--- src/rtl/video_fill_engine_if.sv ---
// Peripheral-bus write channel between the fill engine (initiator) and the arbiter/framebuffer side.
interface video_fill_engine_if;
  logic        bus_request;
  logic        bus_grant;
  logic [31:0] bus_address;
  logic [31:0] bus_write_data;
  logic [3:0]  bus_byte_enable;
  logic        bus_write_enable;
  logic        bus_read_enable;

  modport master (
    output bus_request, bus_address, bus_write_data, bus_byte_enable,
           bus_write_enable, bus_read_enable,
    input  bus_grant
  );

  modport slave (
    input  bus_request, bus_address, bus_write_data, bus_byte_enable,
           bus_write_enable, bus_read_enable,
    output bus_grant
  );
endinterface

--- src/rtl/video_fill_engine.sv ---
// Solid-colour rectangle fill: clips to the screen, then walks the rectangle row-major,
// coalescing aligned 4-pixel runs into word writes and writing all other pixels as byte writes.
module video_fill_engine #(
  parameter logic [31:0] FRAME0_BASE   = 32'hFF000000,
  parameter logic [31:0] FRAME1_BASE   = 32'hFF100000,
  parameter int          SCREEN_WIDTH  = 320,
  parameter int          SCREEN_HEIGHT = 240
) (
  input  logic                       clock,
  input  logic                       reset,
  input  logic                       start,
  input  logic [9:0]                 rect_x,
  input  logic [9:0]                 rect_y,
  input  logic [9:0]                 rect_width,
  input  logic [9:0]                 rect_height,
  input  logic [7:0]                 fill_color,
  input  logic                       target_frame,
  output logic                       busy,
  output logic                       done,
  video_fill_engine_if.master        bus
);

  localparam logic [10:0] W11    = 11'(SCREEN_WIDTH);
  localparam logic [10:0] H11    = 11'(SCREEN_HEIGHT);
  localparam logic [31:0] STRIDE = 32'(SCREEN_WIDTH);

  typedef enum logic [1:0] {S_IDLE, S_CLIP, S_WRITE, S_DONE} state_t;

  state_t      r_state;
  logic [9:0]  r_rect_x, r_rect_y, r_rect_w, r_rect_h;
  logic [7:0]  r_color;
  logic        r_frame;
  logic [9:0]  r_x_cur, r_y_cur;
  logic [10:0] r_x_end, r_y_end;
  logic [31:0] r_row_base;
  logic        r_busy, r_done, r_req;

  logic [10:0] w_x_sum, w_y_sum, w_remain, w_x_next, w_y_next;
  logic        w_empty, w_word;
  logic [3:0]  w_be;
  logic [31:0] w_base, w_row0;

  assign w_x_sum  = {1'b0, r_rect_x} + {1'b0, r_rect_w};
  assign w_y_sum  = {1'b0, r_rect_y} + {1'b0, r_rect_h};
  assign w_empty  = ({1'b0, r_rect_x} >= W11) || ({1'b0, r_rect_y} >= H11) ||
                    (r_rect_w == '0) || (r_rect_h == '0);
  assign w_base   = r_frame ? FRAME1_BASE : FRAME0_BASE;
  assign w_row0   = w_base + 32'(r_rect_y) * STRIDE;

  assign w_remain = r_x_end - {1'b0, r_x_cur};
  assign w_word   = (r_x_cur[1:0] == 2'b00) && (w_remain >= 11'd4);
  assign w_be     = w_word ? 4'b1111 : (4'b0001 << r_x_cur[1:0]);
  assign w_x_next = {1'b0, r_x_cur} + (w_word ? 11'd4 : 11'd1);
  assign w_y_next = {1'b0, r_y_cur} + 11'd1;

  // Beat fields are gated by the request so the bus reads all-zero outside WRITE.
  assign bus.bus_request      = r_req;
  assign bus.bus_address      = r_req ? (r_row_base + 32'(r_x_cur)) : '0;
  assign bus.bus_write_data   = r_req ? {4{r_color}} : '0;
  assign bus.bus_byte_enable  = r_req ? w_be : '0;
  assign bus.bus_write_enable = r_req && bus.bus_grant;
  assign bus.bus_read_enable  = 1'b0;

  assign busy = r_busy;
  assign done = r_done;

  always_ff @(posedge clock or posedge reset) begin
    if (reset) begin
      r_state    <= S_IDLE;
      r_rect_x   <= '0;
      r_rect_y   <= '0;
      r_rect_w   <= '0;
      r_rect_h   <= '0;
      r_color    <= '0;
      r_frame    <= 1'b0;
      r_x_cur    <= '0;
      r_y_cur    <= '0;
      r_x_end    <= '0;
      r_y_end    <= '0;
      r_row_base <= '0;
      r_busy     <= 1'b0;
      r_done     <= 1'b0;
      r_req      <= 1'b0;
    end else begin
      r_done <= 1'b0;
      case (r_state)
        S_IDLE: begin
          if (start) begin
            r_rect_x <= rect_x;
            r_rect_y <= rect_y;
            r_rect_w <= rect_width;
            r_rect_h <= rect_height;
            r_color  <= fill_color;
            r_frame  <= target_frame;
            r_busy   <= 1'b1;
            r_state  <= S_CLIP;
          end
        end
        S_CLIP: begin
          if (w_empty) begin
            r_busy  <= 1'b0;
            r_done  <= 1'b1;
            r_state <= S_DONE;
          end else begin
            r_x_end    <= (w_x_sum > W11) ? W11 : w_x_sum;
            r_y_end    <= (w_y_sum > H11) ? H11 : w_y_sum;
            r_x_cur    <= r_rect_x;
            r_y_cur    <= r_rect_y;
            r_row_base <= w_row0;
            r_req      <= 1'b1;
            r_state    <= S_WRITE;
          end
        end
        S_WRITE: begin
          if (bus.bus_grant) begin
            if (w_x_next == r_x_end) begin
              if (w_y_next == r_y_end) begin
                r_req   <= 1'b0;
                r_busy  <= 1'b0;
                r_done  <= 1'b1;
                r_state <= S_DONE;
              end else begin
                r_x_cur    <= r_rect_x;
                r_y_cur    <= w_y_next[9:0];
                r_row_base <= r_row_base + STRIDE;
              end
            end else begin
              r_x_cur <= w_x_next[9:0];
            end
          end
        end
        S_DONE:  r_state <= S_IDLE;
        default: r_state <= S_IDLE;
      endcase
    end
  end

endmodule
--- src/flat_wrapper.sv ---
// flat-port wrapper written by rule: the top's interface ports become plain ports
module video_fill_engine_flat 
#(
  parameter logic [31:0] FRAME0_BASE   = 32'hFF000000,
  parameter logic [31:0] FRAME1_BASE   = 32'hFF100000,
  parameter int          SCREEN_WIDTH  = 320,
  parameter int          SCREEN_HEIGHT = 240
)
  (clock, reset, start, rect_x, rect_y, rect_width, rect_height, fill_color, target_frame, busy, done, bus_bus_request, bus_bus_address, bus_bus_write_data, bus_bus_byte_enable, bus_bus_write_enable, bus_bus_read_enable, bus_bus_grant);
  video_fill_engine_if bus_i ();
  input  logic clock;
  input  logic reset;
  input  logic start;
  input  logic [9:0] rect_x;
  input  logic [9:0] rect_y;
  input  logic [9:0] rect_width;
  input  logic [9:0] rect_height;
  input  logic [7:0] fill_color;
  input  logic target_frame;
  output logic busy;
  output logic done;
  output wire logic [$bits(bus_i.bus_request)-1:0] bus_bus_request;
  output wire logic [$bits(bus_i.bus_address)-1:0] bus_bus_address;
  output wire logic [$bits(bus_i.bus_write_data)-1:0] bus_bus_write_data;
  output wire logic [$bits(bus_i.bus_byte_enable)-1:0] bus_bus_byte_enable;
  output wire logic [$bits(bus_i.bus_write_enable)-1:0] bus_bus_write_enable;
  output wire logic [$bits(bus_i.bus_read_enable)-1:0] bus_bus_read_enable;
  input wire logic [$bits(bus_i.bus_grant)-1:0] bus_bus_grant;
  assign bus_bus_request = bus_i.bus_request;
  assign bus_bus_address = bus_i.bus_address;
  assign bus_bus_write_data = bus_i.bus_write_data;
  assign bus_bus_byte_enable = bus_i.bus_byte_enable;
  assign bus_bus_write_enable = bus_i.bus_write_enable;
  assign bus_bus_read_enable = bus_i.bus_read_enable;
  assign bus_i.bus_grant = bus_bus_grant;
  video_fill_engine #(.FRAME0_BASE(FRAME0_BASE), .FRAME1_BASE(FRAME1_BASE), .SCREEN_WIDTH(SCREEN_WIDTH), .SCREEN_HEIGHT(SCREEN_HEIGHT)) u_core (.clock(clock), .reset(reset), .start(start), .rect_x(rect_x), .rect_y(rect_y), .rect_width(rect_width), .rect_height(rect_height), .fill_color(fill_color), .target_frame(target_frame), .busy(busy), .done(done), .bus(bus_i));
endmodule
--- config.mk ---
export PLATFORM = sky130hd
export DESIGN_NAME = video_fill_engine_flat
export DESIGN_NICKNAME = d
export VERILOG_FILES = /design/src/rtl/video_fill_engine_if.sv /design/src/rtl/video_fill_engine.sv /design/src/flat_wrapper.sv
export SDC_FILE = /design/constraint.sdc
export NUM_CORES = 1
export LEC_CHECK = 0
export ABC_AREA = 1
export BUFFER_PORTS_ARGS = -buffer_cell sky130_fd_sc_hd__buf_2
export CORE_ASPECT_RATIO = 0.8
export CORE_MARGIN = 2
export CORE_UTILIZATION = 59
export DETAILED_ROUTE_END_ITERATION = 12
export PLACE_DENSITY = 0.81
export SLEW_MARGIN = 10
export SYNTH_ARGS = -nofsm -noshare
export SYNTH_HDL_FRONTEND = slang
export SYNTH_SLANG_ARGS = --single-unit
--- constraint.sdc ---
create_clock -name clock -period 5.1 [get_ports clock]
set_input_delay 0.765 -clock clock [delete_from_list [all_inputs] [get_ports clock]]
set_output_delay 0.765 -clock clock [all_outputs]
set_load 0.01 [all_outputs]
# Word-level counts from Yosys, hierarchy flattened
# Index checks and enable logic that the tools add are counted.
[totals]
register_bits = 128
word_cells = 104
[op_classes]
addsub = 8
mul = 1
magnitude_cmp = 5
eq_ne = 13
n_shift = 1
n_mux = 42
bitwise_logic = 1
reduce_logical = 18
[ops]
columns = ["cell", "n"]
rows = [
  ["$mux 32", 6],
  ["$mux 10", 8],
  ["$pmux 32 s2", 1],
  ["$pmux 10 s2", 2],
  ["$add 32x10->32", 1],
  ["$add 32x19->32", 1],
  ["$add 32x9->32 const B", 1],
  ["$add 10x10->11", 2],
  ["$eq 11x11->1", 2],
  ["$mux 11", 2],
  ["$mux 21", 1],
  ["$logic_not 10->1", 2],
  ["$mul 10x3->13 const B", 1],
  ["$add 10x1->11 const B", 1],
  ["$add 10x11->11", 1],
  ["$ge 11x3->1 const B", 1],
  ["$gt 11x8->1 const B", 1],
  ["$gt 11x9->1 const B", 1],
  ["$mux 1", 11],
  ["$sub 11x10->11", 1],
  ["$ge 10x8->1 const B", 1],
  ["$ge 10x9->1 const B", 1],
  ["$reduce_and 5->1", 2],
  ["$mux 2", 4],
  ["other kinds (20)", 34],
]

# Longest topological paths before layout
# Gate-level depths: netlist of the first run.
[logic_depth]
ltp_word = 9
depth_mapped = 31
ltp_nobuf = 30

# Worst setup path after synthesis of the first run
# Ideal clock, no wire load.
[synth_path]
path_type = "reg2reg"
start = "register u_core.r_x_cur[2]"
end = "register u_core.r_row_base[8]"
setup_time_ns = 0.117
arrival_ns = 3.035
required_time_ns = 4.983
path_slack_ns = 1.948
path_stages_with_launch = 28
n_path_buf = 1
period_less_slack_ns = 3.152
path_cell_list = "dfrtp_1 > inv_1 > ha_1 > or2_1 > nand3_2 > nand2_2 > nand2_2 > nand2_1 > nand2_1 > nand2_1 > nor2_2 > nand2_2 > nand2_4 > ha_1 > nand2_1 > nand2_2 > nand3_2 > o21ai_2 > nand2_1 > nand2_1 > nand3_1 > nor2_4 > nand2_2 > nand2_4 > nand3_4 > buf_6 > nand2_1 > nand2_1"
[synth_via]
elab_chain_len = 8
[synth_lines]
columns = ["item", "line_no", "rtl"]
rows = [
  ["start: declaration", "video_fill_engine.sv:33", "logic [9:0] r_x_cur, r_y_cur;"],
  ["start signal: assignment", "video_fill_engine.sv:107", "r_x_cur <= r_rect_x;"],
  ["start signal: assignment", "video_fill_engine.sv:123", "r_x_cur <= r_rect_x;"],
  ["start signal: assignment", "video_fill_engine.sv:128", "r_x_cur <= w_x_next[9:0];"],
  ["$sub 11x10->11", "video_fill_engine.sv:50", "assign w_remain = r_x_end - {1'b0, r_x_cur};"],
  ["$ge 11x3->1", "video_fill_engine.sv:51", "assign w_word = (r_x_cur[1:0] == 2'b00) && (w_remain >= 11'd4);"],
  ["$logic_and 1x1->1", "video_fill_engine.sv:51", ""],
  ["$mux 3", "video_fill_engine.sv:53", "assign w_x_next = {1'b0, r_x_cur} + (w_word ? 11'd4 : 11'd1);"],
  ["$add 10x11->11 (*)", "video_fill_engine.sv:53", ""],
  ["$eq 11x11->1 (*)", "video_fill_engine.sv:116", "if (w_x_next == r_x_end) begin"],
  ["$ne 2x1->1 (no source line) (*)", "--", ""],
  ["$reduce_and 5->1 (no source line) (*)", "--", ""],
  ["end signal: assignment", "video_fill_engine.sv:109", "r_row_base <= w_row0;"],
  ["end signal: assignment", "video_fill_engine.sv:125", "r_row_base <= r_row_base + STRIDE;"],
  ["end: declaration", "video_fill_engine.sv:35", "logic [31:0] r_row_base;"],
]
# Every way passes the cells marked *; elsewhere a longest branch is shown, timed or not.
# A chain may end at the register's enable or synchronous reset.

# Final worst setup path of the first run
[layout_path]
start = "register u_core.r_x_cur[1]"
end = "register u_core.r_row_base[8]"
# Same word-level chain as after synthesis.

==> impl_metrics.toml, run 1 <==
[run_status]
status = "finished, final reports clean"

[run]
cap_violations = 0

[layout]
layout_commonest_cell = "nand2_1"
n_antenna_cell = 0
synthToLayoutAreaGrowth_pct = 12.8
nNetsFinal = 1535
final_cell_mix = "nand2_1 (338), inv_1 (169), buf_2 (124)"
drive_gt1_share_pct = 16.2

[drt]
vias = 9135
wl_per_cell_um = 15.1
firstDrtPassIters = 6
drcViolationCount = 0
viasPerCell = 5.55
ant_nets = 0
routed_wl_mm = 24.8
drt_iter0_markers = 840

[sta]
worst_pin_slew_ns = 0.755
rsz0062_at_grt = "false"
finClkSkew_ns = 0.0176
hold_violations = 0
final_max_slew_viol_count = 0
tns_ns = 0
setup_viol = 0
timing.final.crit_share_pct = 81.4
min_period_ns = 4.15
max_freq_ghz = 0.241
maxSlewHeadroom_pct = 49.3

[setup_path]
end_kind = "flop"
slowest_stage = "dfrtp_1"
cp-start-kind = "flop"
worst_path_largest_cell_delay_ns = 0.43
reg2reg_depth = 27
rr_startpoint = "u_core.r_x_cur[1]"
path_common_cell = "nand2_1"
crit_fanout = 36
rr_endpoint = "u_core.r_row_base[8]"
required_ns = 5.41
arrival_ns = 4.46
reg2reg_slack_ns = 0.95
worstSetupPathType = "reg2reg"

[synthesis]
synth_compound_area_share_pct = 9.01
postSynthAreaPerCell_sq_um = 7.14
synthDistinctLibCells = 49
ys_async_sr_fraction_pct = 100
ys_seq_area_share_pct = 32.2
ys_ff_latch = 122
syn_area_sq_um = 9480
yosys.area_share.simple_pct = 31.5
synth_fa_ha_area_share_pct = 8.81
synth-edff-count = 0
synth_mux_area_share_pct = 4.04
ys_warn_count = 0
syn-num-nets = 1446
synth_cells = 1328
synth-xor-area-share_pct = 3.42
synth_top_family_by_area = "simple AND/OR/NAND/NOR gates"
ys.flop_type = "dfrtp_1"

[floorplanning]
initial_core_util_pct = 60.2
num_rows = 41
die_area_sq_um = 17100
die_y_um = 117
fp.coreArea_sq_um = 15700
fp.dieW_um = 146
io_pins = 126

[power]
powerDensity_nw_per_um2 = 736
p_total_mw = 7.87
peakVddDrop_mv = 0.474
leakage_nw = 5.65

[cts]
htreeDepth = 4
cts_resized = 0
cts_sinks = 122
cts_setup_buffers = 0
clkLatencyLatePin_ns = 0.43
cts_tree = "done"
clk_path_buf_depth = 2
clk_pin_slew_ns = 0.06
numCtsBuffers = 17
cts_hold_buf = 0
clockRootBuffer = "clkbuf_16"

[placement]
gp_congestion = 1.01
port_buffers = 124
hpwl_mm = 18.1

[global_route]
use_met3_pct = 5.88
grt_pass1_wl_mm = 41.7
met1_usage_pct = 44.9
overflow = 0
grt.busiest_layer = "met1"
grt_max_degree = 65
globalRouteMet2Util_pct = 43.8
grtUsageTotal_pct = 29.6
antenna_found_initial = 0
first_global_vias = 8429

[worst_hold_path]
hp-class = "in2async"
==> worst max-delay path by stage <==
stage / cells past startpoint / endpoint / slack [ns] / start
global placement: 24 / u_core.r_y_cur[8] / 1.14 / u_core.r_x_cur[2]
global route: 27 / u_core.r_y_cur[9] / 0.54 / u_core.r_x_cur[3]
detailed placement: 27 / u_core.r_row_base[8] / 1.00 / u_core.r_x_cur[1]
finish: 27 / u_core.r_row_base[8] / 0.95 / u_core.r_x_cur[1]
floorplan: 1 / u_core.bus.bus_request / 1.09 / reset
CTS: 27 / u_core.r_row_base[8] / 0.96 / u_core.r_x_cur[1]
==> through the flow <==
step / worst slack (ns) / cells / cell area [sq um] / hold slack [ns] / util [%]
floorplan: 1.09 / 1328 / 9480 / 0.451 / -
global placement: 1.14 / 1613 / 10100 / 0.470 / 63.9
detailed placement: 1.00 / 1613 / 10100 / 0.469 / 63.9
CTS: 0.959 / 1645 / 10700 / 0.449 / 67.9
global route: 0.543 / 1645 / 10700 / 0.493 / 67.9
finish: 0.949 / 1645 / 10700 / 0.424 / 67.9
==> critical path: cells and delay by family, from the launching register on <==
family | cells | cell delay [ns]
buf+inv | 1 | 0.11
fa+ha+maj | 2 | 0.44
simple gates | 23 | 2.89
compound gates | 1 | 0.16
flops | 1 | 0.43
==> state kept, by name, indices dropped and copies added, names as in the netlist <==
name / flops
u_core.r_y_end: 11
u_core.r_rect_y: 10
u_core.r_y_cur: 10
u_core.r_frame: 1
u_core.r_color: 8
u_core.r_row_base: 26
u_core.r_x_end: 11
u_core.r_x_cur: 10
u_core.busy: 1
u_core.r_rect_x: 10
u_core.done: 1
u_core.r_rect_w: 10
u_core.r_state: 2
u_core.bus.bus_request: 1
u_core.r_rect_h: 10
==> per-layer routing <==
| metal | share of wire, % | up-vias |
|---|---|---|
| met3 | 8.5 | 35 |
| met5 | 0 | - |
| met4 | 1.6 | 0 |
| met2 | 43 | 405 |
| met1 | 47 | 4176 |
| li1 | - | 4519 |
==> Yosys cell counts, types with 7 or more instances <==
master      n  share of area [%]
nand3_1    85                4.5
nand3b_1    7               0.55
nor2_1    118                4.7
a21oi_1    62                3.3
ha_1       62                8.2
nor4_1      9               0.59
xor2_1     31                2.9
o21ai_0    57                3.0
o21bai_1    8               0.63
o31ai_1     8               0.63
mux2_2     34                4.0
nand4_1    54                3.6
nand2_2     8               0.53
or2_2       8               0.53
clkbuf_1   27                1.1
nand2_1   339                 13
dfrtp_1   122                 32
inv_1     170                6.7
buf_4      27                2.1
nor3_1     35                1.8
==> where the power goes <==
group | switching (mW) | internal (mW) | total (mW)
sequential | 0.527 | 1.41 | 1.94
combinational | 2.90 | 1.73 | 4.63
clock | 0.519 | 0.788 | 1.31
total | 3.95 | 3.93 | 7.87
==> final cells by class <==
class / count / area (sq um)
clock inverter: 15 / 203
sequential: 122 / 3050
tap: 215 / 269
multi-input combinational: 967 / 5390
inverter: 175 / 659
timing repair buffer: 134 / 696
fill: 1371 / 5050
clock buffer: 17 / 425
==> kinds of logic after synthesis <==
family	count (synthesis)
mux	34
fa+ha+maj	65
compound gates	154
simple gates	676
flops	122
buf+inv	239
other cells	1
xor+xnor	37
No activity file was read; power rests on OpenSTA's default activity.
==> run 2: changes to the inputs <==
- ABC_AREA: 1 -> 0
- CORE_UTILIZATION: 59 -> 54
- PLACE_DENSITY: 0.81 -> 0.78
- clock period: 5.1 -> 3.4 ns (I/O delays scaled with it)
==> impl_metrics.toml, run 2 <==
[run_status]
status = "complete, but fails checks"
violations = "negative setup slack"

[sta]
setup_slack_ns = -1.31
tns_ns = -61.75
worst_pin_slew_ns = 0.937
timing.final.crit_share_pct = 139
holdWs_ns = 0.195
max_freq_ghz = 0.212
min_period_ns = 4.71
setup_viol = 51
hold_violations = 0
final_max_slew_viol_count = 0
maxSlewHeadroom_pct = 37.0
finClkSkew_ns = 0.0126
rsz0062_at_grt = "true"

[global_route]
overflow = 0
antenna_found_initial = 0
grt_max_degree = 58
first_global_vias = 9012
grt_pass1_wl_mm = 46.6
grtUsageTotal_pct = 31.3

[cts]
clockRootBuffer = "clkbuf_16"
cts_sinks = 122
clk_pin_slew_ns = 0.06
clkLatencyLatePin_ns = 0.43
htreeDepth = 4
clk_path_buf_depth = 2
numCtsBuffers = 17
cts_tree = "done"

[layout]
fillers = 1124
largest_reg_flops = 26
regMostFlops = "u_core.r_row_base"
nNetsFinal = 1405
final_cell_mix = "buf_4 (134), buf_2 (124), dfrtp_1 (122)"
n_antenna_cell = 0
final_design_area_no_fill_sq_um = 12800
synthToLayoutAreaGrowth_pct = 35.0
top_regs = "u_core.r_row_base (26), u_core.r_x_end (11), u_core.r_y_end (11)"
layout_commonest_cell = "buf_4"
drive_gt1_share_pct = 39.5
utilization_pct = 74.0
final-instance-count-excl-fill = 1525

[floorplanning]
initial_core_util_pct = 54.8
die_y_um = 122
fp.coreArea_sq_um = 17300
num_rows = 43
io_pins = 126
fp.dieW_um = 152
die_area_sq_um = 18600

[placement]
gp_congestion = 0.934
port_buffers = 124
post_dp_cell_area_sq_um = 11100
dp_cells = 1448
hpwl_mm = 20.3

[synthesis]
synth_top_area_share_pct = 32.2
yosys.cell_count.top_type = "dfrtp_1"
ys_ff_latch = 122
synthTopCellsByCount = "dfrtp_1 (122), nand2_1 (70), ha_1 (62), nor2_1 (61), and2_1 (53)"
ys_async_sr_fraction_pct = 100
ys.flop_type = "dfrtp_1"
synthDistinctLibCells = 87
ys_warn_count = 0
synth_cells = 1048
syn_area_sq_um = 9470
post-synth-top-area-cell = "dfrtp_1"
syn-num-nets = 1166
synth_area_leaders = "dfrtp_1 (32%), ha_1 (8.2%), mux2_2 (6.1%), xnor2_1 (4.1%), and2_1 (3.5%)"
postSynthAreaPerCell_sq_um = 9.03
ys_seq_area_share_pct = 32.2
synth-edff-count = 0

[power]
powerDensity_nw_per_um2 = 1190
leakage_nw = 5.70
peakVddDrop_mv = 0.727

[run]
cap_violations = 0

[setup_path]
reg2reg_slack_ns = -1.31
cp-start-kind = "flop"
rr_startpoint = "u_core.r_x_cur[4]"
worstSetupPathType = "reg2reg"
crit_fanout = 7
reg2reg_depth = 25
arrival_ns = 5.03
rr_endpoint = "u_core.r_x_cur[2]"
required_ns = 3.71
end_kind = "flop"

[drt]
drcViolationCount = 0
ant_nets = 0
routed_wl_mm = 31.8
viasPerCell = 6.40
vias = 9759
drt_iter0_markers = 1053
firstDrtPassIters = 5
wl_per_cell_um = 20.8

[worst_hold_path]
hp-class = "in2async"
run 2: cell types whose count changed after synthesis, moves of 27 or more:
cell and delta:
nand2_1 -269, inv_1 -118, nor2_1 -57, and2_1 +53, nand3_1 -45, xnor2_1 +38
nand4_1 -36, o21ai_0 -27
run 2: how the worst max path moves through the flow:
stage,from,end,slack (ns),cells after the start
finish,u_core.r_x_cur[4],u_core.r_x_cur[2],-1.31,25
global route,u_core.r_x_cur[4],u_core.r_y_cur[9],-1.49,25
CTS,u_core.r_x_cur[4],u_core.r_row_base[22],-1.16,22
detailed placement,u_core.r_x_cur[5],u_core.r_y_cur[8],-1.40,19
global placement,u_core.r_x_cur[5],u_core.r_y_cur[8],-1.22,19
floorplan,u_core.r_x_cur[3],u_core.r_row_base[25],-1.17,21
run 2: cell families (layout without fill, tap and decap cells):
| logic type | Yosys count | count (layout) | synth area share (%) |
|---|---|---|---|
| flip-flops | 122 | 122 | 32.2 |
| AO/OA/AOI/OAI | 254 | 254 | 19.6 |
| other | 1 | 1 | 0.0396 |
| multiplexers | 57 | 57 | 6.73 |
| AND/OR/NAND/NOR | 353 | 356 | 19.9 |
| buffers and inverters | 128 | 377 | 6.32 |
| adder cells (fa/ha/maj) | 66 | 66 | 8.93 |
| XOR/XNOR | 67 | 67 | 6.20 |
run 2: layer usage:
layer / wire length [um] / track usage, % / up-vias
li1: - / - / 4277
met1: 12900 / 43.7 / 4679
met2: 13900 / 47.7 / 649
met3: 3680 / 7.38 / 154
met4: 1320 / 12.0 / 0
met5: 0 / 0 / -
run 2: worst max-delay path: stages, from the launching register on:
cell and delay, ns:
dfrtp_1 0.41, inv_4 0.08, ha_4 0.22, and3_4 0.17, a211o_1 0.30, buf_6 0.15
nor4_4 0.28, o21ba_4 0.22, nor2_4 0.05, a21oi_4 0.14, inv_2 0.07, ha_4 0.16
and2_4 0.17, o21ai_2 0.14, buf_4 0.13, nor2_1 0.03, o21ai_1 0.20, a211oi_4 0.12
a2111oi_4 0.36, buf_4 0.19, o2111ai_4 0.18, buf_6 0.19, o21ai_4 0.17, buf_6 0.16
nor3_1 0.06, a211o_1 0.27
run 2: final cells by class:
class | instances | area [sq um] | share of cell area [%]
multi-input cells | 801 | 6580 | 51.5
flip-flops and latches | 122 | 3050 | 23.9
repair buffers | 291 | 2050 | 16.0
clock buffers | 17 | 425 | 3.33
well taps | 225 | 282 | 2.20
inverters | 54 | 211 | 1.65
clock inverters | 15 | 178 | 1.39
run 2: repair_timing:
item	4_1_cts	5_1_grt
gates resized for setup	78	77
endpoints found under the setup margin	58	76
hold buffers	0	0
gates cloned	2	1
buffers inserted	22	20
pin swaps	25	35
hold endpoints to repair	0	0
run 2: power by group:
part           leakage, nW  total, mW  internal [mW]  switching (mW)
Combinational         3.96       10.4           4.83            5.55
Sequential            1.45       2.94           2.10           0.837
Clock                0.288       1.89           1.11           0.784
Total                 5.70       15.2           8.03            7.17
run 2: per-stage QoR:
stage,power [mW],setup WS [ns]
6_report,15.2,-1.31
5_1_grt,16.1,-1.49
4_1_cts,14.1,-1.16
3_5_place_dp,11.5,-1.40
3_3_place_gp,11.2,-1.22
2_1_floorplan,8.78,-1.17
